## src/rtl/hs4_rx_fifo_pkg.sv

```systemverilog
// Shared constants for the four-phase receive FIFO: default data width,
// FSM state encodings and a constant-evaluable ceil-log2 helper.
package hs4_rx_fifo_pkg;

  localparam int DATA_WIDTHS = 8;

  typedef enum logic [0:0] {
    ST_IDLE     = 1'b0,
    ST_WAIT_LOW = 1'b1
  } state_e;

  function automatic int clog2(input int value);
    int r;
    r = 0;
    for (int i = 0; i < 31; i++) begin
      if ((32'sd1 << i) < value) begin
        r = i + 1;
      end
    end
    return r;
  endfunction

endpackage

```

## src/rtl/hs4_fifo.sv

```systemverilog
// Show-ahead FIFO. Every output (head word, valid, full, count) is a register
// that is loaded with its next-state value, so the consumer sees only flop outputs.
module hs4_fifo
  import hs4_rx_fifo_pkg::*;
#(
  parameter int DATA_WIDTH = DATA_WIDTHS,
  parameter int DEPTH      = 4,
  localparam int AW        = clog2(DEPTH),
  localparam int CW        = clog2(DEPTH + 1)
) (
  input  logic                  i_clk,
  input  logic                  i_reset,
  input  logic                  i_push,
  input  logic                  i_pop,
  input  logic [DATA_WIDTH-1:0] i_wdata,
  output logic [DATA_WIDTH-1:0] o_rdata,
  output logic                  o_valid,
  output logic                  o_full,
  output logic [CW-1:0]         o_count
);

  logic [DATA_WIDTH-1:0] r_mem [DEPTH];
  logic [AW-1:0]         r_wr_ptr;
  logic [AW-1:0]         r_rd_ptr;
  logic [CW-1:0]         r_count;
  logic                  r_full;
  logic                  r_valid;
  logic [DATA_WIDTH-1:0] r_head;

  logic                  w_push;
  logic                  w_pop;
  logic [AW-1:0]         w_rd_nxt;
  logic [CW-1:0]         w_cnt_left;
  logic [CW-1:0]         w_cnt_nxt;
  logic [DATA_WIDTH-1:0] w_head_nxt;

  // Next-state bookkeeping; a push into a FIFO that is empty after this
  // cycle's pop bypasses storage straight into the head register.
  always_comb begin
    w_push     = i_push & ~r_full;
    w_pop      = i_pop & r_valid;
    w_rd_nxt   = w_pop ? r_rd_ptr + AW'(1'b1) : r_rd_ptr;
    w_cnt_left = w_pop ? r_count - CW'(1'b1) : r_count;
    w_cnt_nxt  = w_push ? w_cnt_left + CW'(1'b1) : w_cnt_left;
    if (w_cnt_nxt == '0) begin
      w_head_nxt = '0;
    end else if (w_push && (w_cnt_left == '0)) begin
      w_head_nxt = i_wdata;
    end else begin
      w_head_nxt = r_mem[w_rd_nxt];
    end
  end

  always_ff @(posedge i_clk) begin
    if (w_push) begin
      r_mem[r_wr_ptr] <= i_wdata;
    end
  end

  always_ff @(posedge i_clk) begin
    if (i_reset) begin
      r_wr_ptr <= '0;
      r_rd_ptr <= '0;
      r_count  <= '0;
      r_full   <= 1'b0;
      r_valid  <= 1'b0;
      r_head   <= '0;
    end else begin
      r_wr_ptr <= w_push ? r_wr_ptr + AW'(1'b1) : r_wr_ptr;
      r_rd_ptr <= w_rd_nxt;
      r_count  <= w_cnt_nxt;
      r_full   <= (w_cnt_nxt == CW'(DEPTH));
      r_valid  <= (w_cnt_nxt != '0);
      r_head   <= w_head_nxt;
    end
  end

  assign o_rdata = r_head;
  assign o_valid = r_valid;
  assign o_full  = r_full;
  assign o_count = r_count;

endmodule

```

## src/rtl/hs4_rx_fifo.sv

```systemverilog
// Receiver of the two-flop four-phase req/ack crossing: synchronises req,
// captures the bundled word once per request and queues it in hs4_fifo.
module hs4_rx_fifo
  import hs4_rx_fifo_pkg::*;
#(
  parameter int DATA_WIDTH  = DATA_WIDTHS,
  parameter int DEPTH       = 4,
  parameter int SYNC_STAGES = 2,
  localparam int CW         = clog2(DEPTH + 1)
) (
  input  logic                  clk,
  input  logic                  reset,
  input  logic                  req,
  input  logic [DATA_WIDTH-1:0] input_rx,
  output logic                  ack,
  output logic [DATA_WIDTH-1:0] output_rx,
  output logic                  d,
  input  logic                  rd,
  output logic                  full,
  output logic [CW-1:0]         count
);

  logic [SYNC_STAGES-1:0] r_sync;
  state_e                 r_state;
  logic                   r_ack;

  logic                   w_req_s;
  state_e                 w_state_nxt;
  logic                   w_ack_nxt;
  logic                   w_push;
  logic                   w_full;

  always_ff @(posedge clk) begin
    if (reset) begin
      r_sync <= '0;
    end else begin
      r_sync <= {r_sync[SYNC_STAGES-2:0], req};
    end
  end

  assign w_req_s = r_sync[SYNC_STAGES-1];

  always_ff @(posedge clk) begin
    if (reset) begin
      r_state <= ST_IDLE;
      r_ack   <= 1'b0;
    end else begin
      r_state <= w_state_nxt;
      r_ack   <= w_ack_nxt;
    end
  end

  // Full is the registered flag, so a pop in this cycle frees a slot only for the next IDLE evaluation.
  always_comb begin
    w_state_nxt = r_state;
    w_ack_nxt   = r_ack;
    w_push      = 1'b0;
    case (r_state)
      ST_IDLE: begin
        if (w_req_s && !w_full) begin
          w_push      = 1'b1;
          w_ack_nxt   = 1'b1;
          w_state_nxt = ST_WAIT_LOW;
        end else begin
          w_ack_nxt = 1'b0;
        end
      end
      ST_WAIT_LOW: begin
        if (!w_req_s) begin
          w_ack_nxt   = 1'b0;
          w_state_nxt = ST_IDLE;
        end else begin
          w_ack_nxt = 1'b1;
        end
      end
      default: begin
        w_ack_nxt   = 1'b0;
        w_state_nxt = ST_IDLE;
      end
    endcase
  end

  hs4_fifo #(
    .DATA_WIDTH(DATA_WIDTH),
    .DEPTH     (DEPTH)
  ) u_fifo (
    .i_clk  (clk),
    .i_reset(reset),
    .i_push (w_push),
    .i_pop  (rd),
    .i_wdata(input_rx),
    .o_rdata(output_rx),
    .o_valid(d),
    .o_full (w_full),
    .o_count(count)
  );

  assign full = w_full;
  assign ack  = r_ack;

endmodule

```

## config.mk

```make
export PLATFORM = sky130hd
export DESIGN_NAME = hs4_rx_fifo
export DESIGN_NICKNAME = d
export VERILOG_FILES = /design/src/rtl/hs4_rx_fifo_pkg.sv /design/src/rtl/hs4_fifo.sv /design/src/rtl/hs4_rx_fifo.sv
export SDC_FILE = /design/constraint.sdc
export NUM_CORES = 1
export LEC_CHECK = 0
export CAP_MARGIN = 20
export CELL_PAD_IN_SITES_DETAIL_PLACEMENT = 1
export CELL_PAD_IN_SITES_GLOBAL_PLACEMENT = 1
export CORE_UTILIZATION = 25
export DETAILED_ROUTE_END_ITERATION = 7
export PLACE_DENSITY_LB_ADDON = 0.1
export SETUP_SLACK_MARGIN = 0.1
export SYNTH_ARGS = -nofsm -noshare
export SYNTH_HDL_FRONTEND = slang
export SYNTH_SLANG_ARGS = --single-unit
```

## constraint.sdc

```tcl
create_clock -name clk -period 4.95 [get_ports clk]
set_clock_uncertainty 0.2 [all_clocks]
set_input_delay 0.7425 -clock clk [delete_from_list [all_inputs] [get_ports clk]]
set_output_delay 0.7425 -clock clk [all_outputs]
set_load 0.05 [all_outputs]
```

# --- Yosys cells after proc, flatten, opt, wreduce, memory -nomap -nowiden ---
# Memories as Yosys holds them, arrays and structs flattened.
# Cells that the tools add are included.
totals:
  n_memories: 1
  out_inout_bits: 14
  ff_bits: 20
  ram_bits: 32
classes:
  bitwise_logic: 4
  muxes: 10
  add_sub_neg: 4
  n_eq_ne: 1
  n_reduce_logical: 7
memory_table:
  columns: ["memory", "words", "width", "read_ports", "rd_clocked_by_memory_dff", "write_ports", "line", "text"]
  rows:
  - ["u_fifo.r_mem", 4, 8, 1, 0, 1, "hs4_fifo.sv:22", "logic [DATA_WIDTH-1:0] r_mem [DEPTH];"]
op_table:
  columns: ["op", "n"]
  rows:
  - ["2-to-1 mux 8 bit", 1]
  - ["zero test 3 bit", 2]
  - ["2-to-1 mux 3 bit", 2]
  - ["2-to-1 mux 1 bit", 5]
  - ["adder 2 x 1 -> 2 bit, second input constant", 2]
  - ["adder 3 x 1 -> 3 bit, second input constant", 1]
  - ["equality test 3 bit, second input constant", 1]
  - ["nonzero test 3 bit", 1]
  - ["subtractor 3 x 1 -> 3 bit, second input constant", 1]
  - ["AND 1 bit", 2]
  - ["logical AND 1 bit", 2]
  - ["2-to-1 mux 2 bit", 1]
  - ["inverter 1 bit", 2]
  - ["case mux 1 bit (2 select lines)", 1]
  - ["OR reduction 2 bit", 1]
  - ["zero test 1 bit", 1]

# --- Depth between registers and ports, before layout ---
# Gate-level depths: netlist of the first run.
logic_depth:
  ltp_word: 8
  ltp_mapped: 10
  ltp_nobuf: 8

# --- Modules after synthesis ---
# A second synthesis of the first run with hierarchy kept.
hier_totals:
  cells_unflattened: 163
  hier_area_um2: 2230.9
by_module_without_submodules:
  columns: ["mod", "seq_area_each_um2", "n_inst", "cells_per_inst", "area_per_inst_um2"]
  rows:
  - ["hs4_fifo", 1301.2, 1, 155, 2132.0]
  - ["hs4_rx_fifo", 60.1, 1, 8, 98.8]

# --- Least setup slack after synthesis of the first run ---
# No wires, ideal clock.
synth_path:
  path_kind: "register to register"
  from: "reg u_fifo.r_count[0] (netlist: u_fifo.o_count[0])"
  to: "reg u_fifo.r_head[6] (netlist: u_fifo.o_rdata[6])"
  slack_ns: 2.329
  arrival_ns: 2.325
  synth_period_minus_slack_ns: 2.621
  setup_ns: 0.095
  path_stages_with_launch: 11
  path_cell_list: "dfxtp_1 inv_1 ha_1 nand3_1 o21ai_2 ha_1 and2_1 buf_2 buf_2 a211o_1 a221oi_1"
synth_between:
  elab_chain_cells: 6
synth_lines:
  columns: ["element", "line", "text"]
  rows:
  - ["start: declaration", "hs4_fifo.sv:25", "logic [CW-1:0] r_count;"]
  - ["start signal: assignment", "hs4_fifo.sv:71", "r_count <= w_cnt_nxt;"]
  - ["subtractor 3 x 1 -> 3 bit", "hs4_fifo.sv:43", "w_cnt_left = w_pop ? r_count - CW'(1'b1) : r_count;"]
  - ["2-to-1 mux 3 bit *", "hs4_fifo.sv:43", null]
  - ["adder 3 x 1 -> 3 bit", "hs4_fifo.sv:44", "w_cnt_nxt = w_push ? w_cnt_left + CW'(1'b1) : w_cnt_left;"]
  - ["2-to-1 mux 3 bit", "hs4_fifo.sv:44", null]
  - ["zero test 3 bit", "hs4_fifo.sv:45", "if (w_cnt_nxt == '0) begin"]
  - ["OR reduction 2 bit (no line)", null, null]
  - ["end signal: assignment", "hs4_fifo.sv:74", "r_head <= w_head_nxt;"]
  - ["end: declaration", "hs4_fifo.sv:28", "logic [DATA_WIDTH-1:0] r_head;"]
# Every way passes the cells marked *; elsewhere a longest branch is shown, timed or not.
# A chain may end at the register's enable or synchronous reset.

# --- Worst setup path in the final report of the first run ---
layout_path:
  from: "in rd"
  to: "reg u_fifo.r_full (netlist: u_fifo.o_full)"
layout_between:
  elab_chain_cells: 5
layout_lines:
  columns: ["element", "line", "text"]
  rows:
  - ["start: declaration", "hs4_rx_fifo.sv:18", "input logic rd,"]
  - ["AND 1 bit *", "hs4_fifo.sv:41", "w_pop = i_pop & r_valid;"]
  - ["2-to-1 mux 3 bit *", "hs4_fifo.sv:43", null]
  - ["adder 3 x 1 -> 3 bit", "hs4_fifo.sv:44", null]
  - ["2-to-1 mux 3 bit *", "hs4_fifo.sv:44", null]
  - ["equality test 3 bit *", "hs4_fifo.sv:72", "r_full <= (w_cnt_nxt == CW'(DEPTH));"]
  - ["end signal: assignment", "hs4_fifo.sv:72", null]
  - ["end: declaration", "hs4_fifo.sv:26", "logic r_full;"]
# Marks and branches as above.

==> results of run 1 <==
flip-flops by register name, summed over array words and instances (netlist names):
name	cells
ack	1
r_sync	2
u_fifo.o_rdata	8
u_fifo.o_full	1
u_fifo.r_mem	32
u_fifo.r_wr_ptr	2
u_fifo.r_rd_ptr	2
u_fifo.o_count	3
u_fifo.o_valid	1
per-layer routing:
layer | vias to the layer above | part of all wire | GRT usage
met5 | - | 0 | 0
met4 | 0 | 0.016 | 0.0495
met3 | 7 | 0.037 | 0.0253
met2 | 20 | 0.46 | 0.200
met1 | 802 | 0.49 | 0.174
li1 | 789 | - | -
logic make-up (layout without fill, tap and decap cells):
kind of cell             after synthesis  after routing  share of synthesized area
AO/OA/AOI/OAI                         35             35                      0.119
flip-flops                            52             52                      0.545
AND/OR/NAND/NOR                       73             73                      0.155
buffers and inverters                 19             40                     0.0370
XOR/XNOR                               3              3                     0.0105
adder cells (fa/ha/maj)                6              6                     0.0300
multiplexers                          16             16                      0.104
worst min-delay path by stage:
stage | slack (ns) | depth (start not counted) | end
finish | 0.25 | 1 | r_sync[1]
global route | 0.28 | 1 | r_sync[1]
CTS | 0.26 | 1 | r_sync[1]
detailed placement | 0.23 | 1 | r_sync[1]
global placement | 0.23 | 1 | r_sync[1]
floorplan | 0.21 | 1 | r_sync[1]
final cells by class:
cell class	instances	area, µm²
Clock buffer	8	95.1
Fill cell	1077	6750
Inverter	4	15.0
Multi-Input combinational cell	133	1050
Sequential cell	52	1360
Tap cell	133	166
Timing Repair Buffer	28	293
layout by cell type (no fill, tap or decap), types with 2 or more instances in the layout:
cell             synthesis  final
xor2_1                   2      2
nand2_1                  6      6
nor2_1                  21     21
o21a_1                   9      9
nor3_1                   2      2
mux4_2                   8      8
edfxtp_1                32     32
a211o_1                  8      8
clkdlybuf4s50_1          0     25
nor4_1                   2      2
a221oi_1                 6      6
a221oi_2                 2      2
a21oi_1                  4      4
buf_4                    0      2
clkbuf_8                 0      6
mux2i_1                  8      8
dfxtp_1                 20     20
nand3_1                 10     10
nor2b_1                 19     19
ha_1                     6      6
inv_1                    4      4
and2_1                   7      7
metrics by stage:
stage / utilization / instance area (µm²) / total power, mW / std cells / setup slack [ns]
6_report: 0.306 / 2980 / 1.20 / 358 / 1.75
2_1_floorplan: - / 2500 / 0.823 / 204 / 2.33
4_1_cts: 0.303 / 2950 / 1.22 / 357 / 1.73
3_3_place_gp: 0.293 / 2850 / 0.948 / 349 / 1.52
3_5_place_dp: 0.293 / 2850 / 0.947 / 349 / 1.41
5_1_grt: 0.306 / 2980 / 1.27 / 358 / 1.54
cell usage after synthesis, types with 2 or more instances:
master and number:
clkbuf_1 2, mux2i_1 8, buf_2 11, o21a_1 9
nor4_1 2, a221oi_1 6, nand3_1 10, nor2b_1 19
nand2_1 6, inv_1 4, a221oi_2 2, mux4_2 8
nor3_1 2, a21oi_1 4, and2_1 7, xor2_1 2
edfxtp_1 32, nor2_1 21, dfxtp_1 20, ha_1 6
a211o_1 8
power by group:
part | leakage (nW) | internal [mW] | switching [mW]
combinational | 0.481 | 0.163 | 0.254
clock | 0.0519 | 0.122 | 0.142
sequential | 0.453 | 0.493 | 0.0276
total | 0.986 | 0.778 | 0.423
critical path, stage by stage:
cell,delay (ns)
clkdlybuf4s50_1,0.52
and2_1,0.21
buf_4,0.20
o21ai_2,0.31
ha_1,0.31
a211oi_2,0.61
a21oi_1,0.09
nor4_1,0.22
==> metrics, run 1 <==
area share of the largest cell type after synthesis 0.384; wire per inst 17.1 µm; Unique masters post-synth 36; maxcap violations 0; Total Die Area 0.0104 mm²; DR pass1 iterations 4; Synth area leaders edfxtp_1, dfxtp_1, mux4_2, nor2b_1, mux2i_1; # nets final roughly 240; Pleak 0.986 nW; critical path fanouts, max 10; 1st-iter DRT viols 53; crit path kind input pin to register; drc violations 0; RSZ-0062 raised after global routing false; syn nets between 200 and 250; Tot GR Track Use 0.128; P&R area growth vs syn 19.1%; final hold vios 0; core area 0.00973 mm²; Setup crit end kind register; CTS Buf Count 5; CTS root buffer clkbuf_8; Post-Route WL between 6000 and 7000 µm; Sum Neg Setup Slack 0 ns; CP required roughly 5.0 ns; FF-to-FF End u_fifo.o_full; post-route ant nets 0; IO Count 26; Hold WS 0.246 ns; initial core utilization 0.257; Post-CTS Resized 0; antenna violations before repair 0; share of cells above drive strength 1 0.116; EDFF count, synth 32; Synth area leader edfxtp_1; Tcrit/Tclk final 0.646; Reg clk slew, reported paths around 0.1 ns; Worst Setup SP rd; H-tree depth reported by CTS 2; Syn Area/Cell 12.3 µm²; CTS Sinks between 50 and 60; CTS tree built; vias in the first global route about 1700; Worst Hold Launch r_sync[0]; Pwr Density 404 mW/mm²; Setup Viol. Count Final 0; YS warnings 0; async set-reset flop share out of synthesis 0; status finished clean; Final min period approximately 3.2 ns; clk_lat worst skew slightly above 0.3 ns; Least-Margin Pin Slew 1.01 ns; flops & latches, synth 52; Slew Viols, Final 0; Worst Setup Start Kind input pin; global route overflow 0; synthesized area 0.00250 mm²; Final HPWL DP 4080 µm; Seq/Total Area, Yosys 0.545; drt via density 4.52; row count 36; Hold Crit Class register to register; crit path to u_fifo.o_full; R2R depth 7; Port Buffer Count 25; Vert. Die Dim 102 µm; DR vias 1618; post-CTS setup buffer count 0; largest net degree at the start of global routing 36; CP Data Arrival Time approximately 3.2 ns; Synth Flop Type edfxtp_1; cts hold-fix bufs 0; GP Congestion 0.684; Cells after Synth 204; Die X 102 µm; worst-case clock buffer depth 2; fmax ~310 MHz; worst r2r src u_fifo.o_valid; peak supply drop approximately 130 µV; worst relative slew slack 0.329; ANT cells 0; setup slack, reg-to-reg 2.36 ns; first-pass GRT wire length 9490 µm
No activity file was read; power rests on OpenSTA's default activity.
==> run 2: changes to the inputs <==
Clock period 4.95 ns to 3.15 ns, I/O delays scaled along.
==> run 2 against run 1 <==
  * Sequential cell count stayed put
  * Via count up 2.4%
  * First-iteration DRC count decreased by 66%
  * Critical path depth shrank 1
  * Wire length is 3.2% higher
  * Clock-buffer cell count is 3 lower
  * Sequential power rose by 56%
  * Largest cell class unchanged
  * Cell count increased by 2.0%
==> metrics, run 2 (same netlist as run 1, synthesis figures left out) <==
status finished clean (unchanged); Worst path slowest cell clkdlybuf4s50_1 (was a211oi_2); Final min period 2.62 ns; initial core utilization 0.257 (unchanged); R2R depth 9 (was 7); Total Die Area 0.0104 mm² (unchanged); global route overflow 0 (unchanged); post-CTS setup buffer count 0 (unchanged); CTS root buffer clkbuf_8 (unchanged); maxcap violations 0 (unchanged); FF-to-FF End u_fifo.o_rdata[7] (was u_fifo.o_full); drt via density 4.54 (was 4.52); Hold Crit Class register to register (unchanged); post-route ant nets 0 (unchanged); core area 0.00973 mm² (unchanged); Setup crit end kind register (unchanged); fillcell total 1100 (was 1077); Sequential Power Share 0.434 (about the same); RSZ-0062 raised after global routing false (unchanged); antenna violations before repair 0 (unchanged); Comb pwr share 0.361 (was 0.347); Hold Crit Endpoint r_sync[1] (unchanged); highest-count cells in the layout ignoring fill and taps edfxtp_1, clkdlybuf4s50_1, nor2_1 (unchanged); Die X 102 µm (unchanged); CP Data Arrival Time 2.63 ns (was 3.21 ns); DR vias 1657 (was 1618); Sum Neg Setup Slack 0 ns (unchanged); worst relative slew slack 0.413 (was 0.329); Worst path most repeated cell and2_1; Final HPWL DP 4320 µm (was 4080 µm); Clock power frac 0.205 (was 0.220); Post-CTS Resized 0 (unchanged); CP required 3.15 ns (was 4.96 ns); Worst Setup SP rd (unchanged); commonest non-fill, non-tap cell in the layout edfxtp_1 (unchanged); placed cells 356 (was 349); CP Cell Sequence clkdlybuf4s50_1 -> nand3b_1 -> and2_1 -> ha_1 -> and2_1 -> a211o_1 -> a221oi_1 (was clkdlybuf4s50_1 -> and2_1 -> buf_4 -> o21ai_2 -> ha_1 -> a211oi_2 -> a21oi_1 -> nor4_1); cts hold-fix bufs 0 (unchanged); CTS tree built (unchanged); worst r2r src u_fifo.o_count[1] (was u_fifo.o_valid); IO Count 26 (unchanged); CTS Buf Count 5 (unchanged); Tot GR Track Use 0.132 (was 0.128); Tcrit/Tclk final 0.833; drc violations 0 (unchanged); Reg clk slew, reported paths 0.09 ns (was 0.10 ns); Internal 1.19 mW (was 0.778 mW); worst-case clock buffer depth 2 (unchanged); wire per inst 17.3 µm (was 17.1 µm); # nets final 249 (was 242); Biggest register u_fifo.r_mem (unchanged); Setup Viol. Count Final 0 (unchanged); Worst Hold Launch r_sync[0] (unchanged); Worst path max stage delay 0.59 ns (was 0.61 ns); peak supply drop 178 µV (was 134 µV); Vert. Die Dim 102 µm (unchanged); fmax 381 MHz; GP Congestion 0.693 (was 0.684); setup slack, reg-to-reg 0.79 ns (was 2.36 ns); Net Sw Power 0.682 mW (was 0.423 mW); clk_lat worst skew 0.31 ns (about the same); DR pass1 iterations 4 (unchanged); ANT cells 0 (unchanged); critical path fanouts, max 15 (was 10); vias in the first global route 1741 (was 1672); row count 36 (unchanged); total power 1.88 mW (was 1.20 mW); Switching Fraction 0.363 (was 0.352); Pleak 1.02 nW (was 0.986 nW); Post-Route WL 6320 µm (was 6120 µm); share of cells above drive strength 1 0.138 (was 0.116); H-tree depth reported by CTS 2 (unchanged); Worst Hold Depth 1 (unchanged); crit path kind input pin to register (unchanged); CTS Sinks 52 (unchanged); Slew Viols, Final 0 (unchanged); Port Buffer Count 25 (unchanged); largest net degree at the start of global routing 36 (unchanged); Pwr Density 622 mW/mm² (was 404 mW/mm²); max FFs per register 32 (unchanged); Least-Margin Pin Slew 0.874 ns (was 1.01 ns); P&R area growth vs syn 20.7% (was 19.1%); non-filler instance count after layout 365 (was 358); Worst Setup Start Kind input pin (unchanged); 1st-iter DRT viols 18 (was 53); first-pass GRT wire length 9840 µm (was 9490 µm); final hold vios 0 (unchanged)
run 2: changes by cell type in the layout (fill, tap and decap cells not counted), sizes merged:
cell    previous run  this run
buf                3        10
clkbuf             8         5
clkinv             0         3
run 2: metrics by stage:
stage | util | hold slack (ns) | instance area [µm²] | worst slack, ns
after global routing | 0.310 | 0.273 | 3020 | 0.329
final | 0.310 | 0.264 | 3020 | 0.527
after CTS | 0.307 | 0.268 | 2990 | 0.473
after floorplan | - | 0.214 | 2500 | 0.529
after detailed placement | 0.299 | 0.254 | 2910 | 0.159
after global placement | 0.299 | 0.227 | 2910 | 0.193
run 2: critical path: cells and delay by family:
family | cells | cell delay [ns]
buffers and inverters | 1 | 0.59
AND/OR/NAND/NOR | 3 | 0.72
adder cells (fa/ha/maj) | 1 | 0.18
AO/OA/AOI/OAI | 2 | 0.66
run 2: per-layer routing:
metal	vias up	routed length, µm	global-route usage	share of wire
li1	805	-	-	-
met3	4	136	0.0274	0.022
met5	-	0	0	0
met4	0	65	0.0363	0.010
met2	17	2950	0.213	0.47
met1	831	3170	0.179	0.50
run 2: power by group through the flow:
| stage | clock network [mW] | logic [mW] | registers [mW] |
|---|---|---|---|
| 6_report | 0.385 | 0.677 | 0.815 |
| 4_1_cts | 0.396 | 0.667 | 0.832 |
| 5_1_grt | 0.424 | 0.734 | 0.823 |
| 3_5_place_dp | 0 | 0.666 | 0.846 |
| 2_1_floorplan | 0 | 0.329 | 0.965 |
| 3_3_place_gp | 0 | 0.660 | 0.850 |
run 2: how the worst max path moves through the flow:
stage	to	cells after the start
after CTS	u_fifo.o_rdata[7]	8
after global placement	u_fifo.o_rdata[4]	8
final	u_fifo.o_rdata[0]	7
after detailed placement	u_fifo.o_rdata[4]	8
after floorplan	u_fifo.o_rdata[6]	10
after global routing	u_fifo.o_rdata[7]	8
run 2: final cells by class:
cell class / count / area [µm²] / share of cell area
tap: 133 / 166 / 0.0552
sequential: 52 / 1360 / 0.451
multi-input combinational: 133 / 1050 / 0.347
clock buffer: 5 / 68.8 / 0.0228
inverter: 4 / 15.0 / 0.00498
clock inverter: 3 / 13.8 / 0.00456
timing repair buffer: 35 / 345 / 0.114
